`config.mk`:
```
export PLATFORM = sky130hd
export DESIGN_NAME = cam_alloc_ctrl
export DESIGN_NICKNAME = d
export VERILOG_FILES = /design/src/rtl/cam_alloc_ctrl.sv
export SDC_FILE = /design/constraint.sdc
export NUM_CORES = 1
export LEC_CHECK = 0
export BUFFER_PORTS_ARGS = -buffer_cell sky130_fd_sc_hd__buf_2
export CAP_MARGIN = 20
export CORE_ASPECT_RATIO = 1.5
export CORE_MARGIN = 1.5
export CORE_UTILIZATION = 53
export DETAILED_ROUTE_END_ITERATION = 16
export HOLD_SLACK_MARGIN = 0.12
export PLACE_DENSITY = 0.79
export RECOVER_POWER = 50
export SKIP_LAST_GASP = 1
export SLEW_MARGIN = 10
export SYNTH_ARGS = -nofsm -noshare
export SYNTH_HDL_FRONTEND = slang
export SYNTH_SLANG_ARGS = --single-unit
```
`constraint.sdc`:
```
create_clock -name clk -period 4.7 [get_ports clk]
set_input_delay 0.235 -clock clk [delete_from_list [all_inputs] [get_ports clk]]
set_output_delay 0.235 -clock clk [all_outputs]
set_load 0.05 [all_outputs]
```
`src/rtl/cam_alloc_ctrl.sv`:
```
// Write-side allocator for the CAM: buffers write requests, places each one in the lowest
// free CAM line, and frees lines on consumer hit pops. Optional stall statistics: CAM_ALLOC_STATS_EN.
module cam_alloc_ctrl #(
  parameter int CAM_DW  = 32,
  parameter int CAM_AW  = 8,
  parameter int FIFO_AW = 2
) (
  input  logic              clk,
  input  logic              rst_n,
  input  logic [CAM_DW-1:0] req_data,
  input  logic              req_valid,
  output logic              req_ready,
  output logic [CAM_DW-1:0] cam_data_in,
  output logic [CAM_AW-1:0] cam_addr_in,
  output logic              cam_input_valid,
  input  logic              cam_hit,
  input  logic [CAM_AW-1:0] cam_addr_out,
  input  logic              cam_data_valid,
  output logic [CAM_AW:0]   free_cnt,
  output logic              cam_full,
  output logic [15:0]       stall_cnt
);

  localparam int NLINES = 1 << CAM_AW;
  localparam int FDEPTH = 1 << FIFO_AW;

  logic [CAM_DW-1:0] fifo_mem [FDEPTH];
  logic [FIFO_AW:0]  wr_ptr, rd_ptr, fifo_cnt;
  logic              fifo_empty, do_push;

  logic [NLINES-1:0] occ;
  logic [CAM_AW-1:0] free_idx;
  logic              any_free, do_issue, do_release;

  // Count fits in FIFO_AW+1 bits, so its MSB is set exactly when the FIFO holds FDEPTH entries.
  assign fifo_cnt   = wr_ptr - rd_ptr;
  assign fifo_empty = (fifo_cnt == '0);
  assign req_ready  = ~fifo_cnt[FIFO_AW];
  assign do_push    = req_valid & req_ready;

  // Lowest-indexed free line; scanning downward lets the smallest index win.
  // NOTE: every always_comb output gets a default first so no path can infer a latch.
  always_comb begin
    free_idx = '0;
    any_free = 1'b0;
    for (int i = NLINES - 1; i >= 0; i--) begin
      if (!occ[i]) begin
        free_idx = CAM_AW'(i);
        any_free = 1'b1;
      end
    end
  end

  // Issue reads only the registered map, so a line freed this cycle is not reused until the next.
  assign do_issue   = ~fifo_empty & any_free;
  assign do_release = cam_hit & cam_data_valid & occ[cam_addr_out];

  // NOTE: the request storage is deliberately not reset; entries are only read once the
  // reset pointers say they were written, so clearing them would add fanout for nothing.
  always_ff @(posedge clk) begin
    if (do_push) fifo_mem[wr_ptr[FIFO_AW-1:0]] <= req_data;
  end

  // NOTE: sequential state uses non-blocking assignments so every register samples pre-edge values.
  always_ff @(posedge clk or negedge rst_n) begin
    if (!rst_n) begin
      wr_ptr          <= '0;
      rd_ptr          <= '0;
      occ             <= '0;
      free_cnt        <= (CAM_AW+1)'(NLINES);
      cam_input_valid <= 1'b0;
      cam_data_in     <= '0;
      cam_addr_in     <= '0;
    end else begin
      if (do_push) wr_ptr <= wr_ptr + 1'b1;
      cam_input_valid <= do_issue;
      if (do_issue) begin
        rd_ptr        <= rd_ptr + 1'b1;
        cam_data_in   <= fifo_mem[rd_ptr[FIFO_AW-1:0]];
        cam_addr_in   <= free_idx;
        occ[free_idx] <= 1'b1;
      end
      // A release always targets an occupied line and an issue a free one, so they never collide.
      if (do_release) occ[cam_addr_out] <= 1'b0;
      free_cnt <= free_cnt - {{CAM_AW{1'b0}}, do_issue} + {{CAM_AW{1'b0}}, do_release};
    end
  end

  assign cam_full = (free_cnt == '0);

`ifdef CAM_ALLOC_STATS_EN
  logic [15:0] stall_q;

  always_ff @(posedge clk or negedge rst_n) begin
    if (!rst_n) begin
      stall_q <= '0;
    end else if (!fifo_empty && cam_full && stall_q != 16'hFFFF) begin
      stall_q <= stall_q + 16'd1;
    end
  end

  assign stall_cnt = stall_q;
`else
  assign stall_cnt = '0;
`endif

endmodule

```
==> run metrics <==
synthesized cell area=0.02389 sq mm; Least-Margin Pin Slew=2986 ps; die footprint=0.04638 sq mm; Final Setup Violations=0; largest family of logic cells by synthesized area=compound AO/OA/AOI/OAI gates; FF+latch count, synth=440; first-pass GRT wire length=149400 um; total setup buffers inserted after CTS=0; Initial Util=53.45%; crit path DAT=4900 ps; critical path required time=5210 ps; Synth cell types=82; # H-tree levels=2; antenna violations before repair=0; Top FF cell, synth=dfrtp_1; drc violations=0; Port Buf Inserts=96; Setup TNS=0 ps; critical-path maximum fanout=7; Skew-Pair Late Insertion Delay=590 ps; FF/Latch Area=0.01165 sq mm; asr flop ratio synth=70.91%; core area=0.04469 sq mm; Syn Inst Count=2276; GR Overflow Total=0; Multi-input gate area=0.01134 sq mm; yosys warns=0; Synth Area in Adders=1.079%; most frequent cells in the layout=a21oi_1 (321), dfrtp_1 (310), nand2_1 (221), buf_4 (140), edfxtp_1 (128); # rows=95; ANT cells=0; Synth Area in Simple Gates=13.84%; DR WL/cell=32.93 um; DR vias/cell=7.447; antenna-violating nets left=0; WL final=100900 um; worst rel slew slack=-99.10%; Hold Vio Cnt, Final=0; Syn Area/Cell=10.50 sq um; largest net degree at the start of global routing=110; Crit. End Element=register; # clock sinks=440; vias in the first global route=22820; fraction of layout cells with a size suffix above 1=16.00%; DR vias=22810; max_cap viols=2; Die Span Y=263.0 um; Post-synth EDFFs=128; CTS tree=built; boundary pin count=113; final worst clock skew=17.37 ps; Synth Area in XOR/XNOR=0.5133%; Worst-path clk slew=70 ps; Final period util=93.56%; status=complete, but fails checks; Final HPWL DP=67970 um; Hold Crit Class=input port to register; kind of critical path=register to register; post-synthesis sequential area ratio=48.77%; RePlAce Congestion=1.054; proportion of synthesized area in mux cells=9.328%; Post-layout nets=2510; max-slew violations=138; die width=176.4 um; TritonCTS Buffers=44; Layout fillers=3710; Clock Root Buffer=clkbuf_16; Total Routing Usage GR=43.66%; commonest non-fill, non-tap cell in the layout=a21oi_1; starting DRC count in detailed routing=3270; Worst Setup Start Kind=register; RSZ-0062 raised after global routing=false; Peak Freq=0.2274 GHz; TritonRoute pass-1 iters=6; Tmin final=4397 ps; Compound-Gate Fraction of Synth Area=22.00%; Clock Tree Buf Depth=3; Area Growth Syn to Fin=15.19%; failing checks=capacitance limit, slew limit
[worst max-delay path, cell delays in order (launching register included)]
cell and delay, ps:
dfrtp_1 570, nand4_1 260, nor4_1 630, buf_4 240
nand4_1 140, or2_1 320, o21ai_4 200, inv_2 80
ha_1 280, inv_1 40, ha_1 190, fa_1 410
a21oi_1 150, nor2_1 60, o21ai_0 150, a21oi_1 110
o21ai_0 160, a21oi_1 80, nor2_1 120, xnor2_1 130
[final timing paths]
kind / startpoint / endpoint / slack [ps] / cells past startpoint
setup / recovery: occ[62]$_DFF_PN0_ / free_cnt[8]$_DFF_PN1_ / 300 / 19
hold / removal: cam_addr_out[4] / occ[248]$_DFF_PN0_ / 220 / 3
setup reg to reg: occ[62]$_DFF_PN0_ / free_cnt[8]$_DFF_PN1_ / 300 / 19
hold reg to reg: cam_data_in[27]$_DFFE_PN0N_ / cam_data_in[27]$_DFFE_PN0N_ / 480 / 2
max in group asynchronous: rst_n / occ[170]$_DFF_PN0_ / 910 / 3
min in group asynchronous: rst_n / occ[252]$_DFF_PN0_ / 1150 / 2
[final cells by class]
class                           count  area share (%)
Clock buffer                       54           4.324
Inverter                           68          0.9275
Sequential cell                   440           42.35
Multi-Input combinational cell   1603           41.22
Tap cell                          582           2.646
Timing Repair Buffer              288           7.420
Clock inverter                     28           1.118
[sequential cells by signal (all words and copies together), names as in the netlist]
signal and flops:
cam_input_valid 1, free_cnt 9, wr_ptr 3, cam_addr_in 8
rd_ptr 3, occ 256, cam_data_in 32, fifo_mem 128
[Yosys cell counts, types with 5 or more instances]
cell type	number	share of area, %
a22oi_1	20	0.63
o211ai_1	16	0.50
buf_4	21	0.66
nor2_1	78	1.2
nand3_1	54	1.1
o21bai_1	9	0.28
a2bb2oi_1	5	0.18
nor2b_1	23	0.60
nand2_1	221	3.5
and4_1	22	0.81
nor4_1	39	1.0
a221oi_1	5	0.18
a41oi_1	127	4.7
a21boi_0	6	0.19
nand2b_1	21	0.55
edfxtp_1	128	16
xor2_1	6	0.22
o2111ai_1	9	0.33
mux2_2	7	0.33
and3_1	18	0.47
or2_2	6	0.16
clkbuf_1	108	1.7
a211oi_1	17	0.53
nand4_1	107	2.8
or3_1	7	0.18
o22a_1	8	0.29
a2111oi_0	8	0.29
mux4_2	95	9.0
buf_2	44	0.92
o31ai_1	9	0.28
nor4_2	6	0.31
dfrtp_1	311	33
a311oi_1	7	0.26
o21a_1	5	0.16
xnor2_1	8	0.29
a31oi_1	102	2.7
o21ba_2	11	0.46
buf_1	7	0.11
nor3_1	26	0.54
a21o_1	13	0.41
inv_1	68	1.1
ha_1	19	1.0
o21ai_0	67	1.4
a21oi_1	321	6.7
[per-layer routing]
layer,share of wire (%),global-route usage (%),vias up
met5,0,0,-
met4,9.7,34.04,0
met3,10,10.01,488
met2,46,68.34,1838
met1,34,51.87,11190
li1,-,-,9297
[what timing repair did]
action                                  4_1_cts  5_1_grt
gates resized for setup                       0        1
endpoints found under the setup margin        0        6
hold buffers                                 35        0
endpoints found under the hold margin       234        0
[kinds of logic (layout without fill, tap and decap cells)]
family / Yosys count / in the layout
simple gates: 646 / 646
flops: 440 / 440
xor+xnor: 14 / 14
other cells: 1 / 16
compound gates: 804 / 804
buf+inv: 248 / 438
fa+ha+maj: 20 / 20
mux: 103 / 103
[per-stage QoR]
step / instance area (sq um) / util [%] / hold WS [ps] / worst slack (ps) / instances
CTS: 27620 / 61.80 / 189.6 / 378.3 / 3060
finish: 27520 / 61.58 / 216.9 / 302.9 / 3063
global placement: 25750 / 57.61 / 370.4 / 283.3 / 2940
detailed placement: 25770 / 57.67 / 381.3 / 238.8 / 2943
global route: 27520 / 61.58 / 230.2 / 78.83 / 3063
floorplan: 23970 / - / -60.59 / 103.4 / 2291
Power is left out: the tool's default activity adds up to more than one toggle a clock period on the data nets, which glitch-free logic cannot reach.
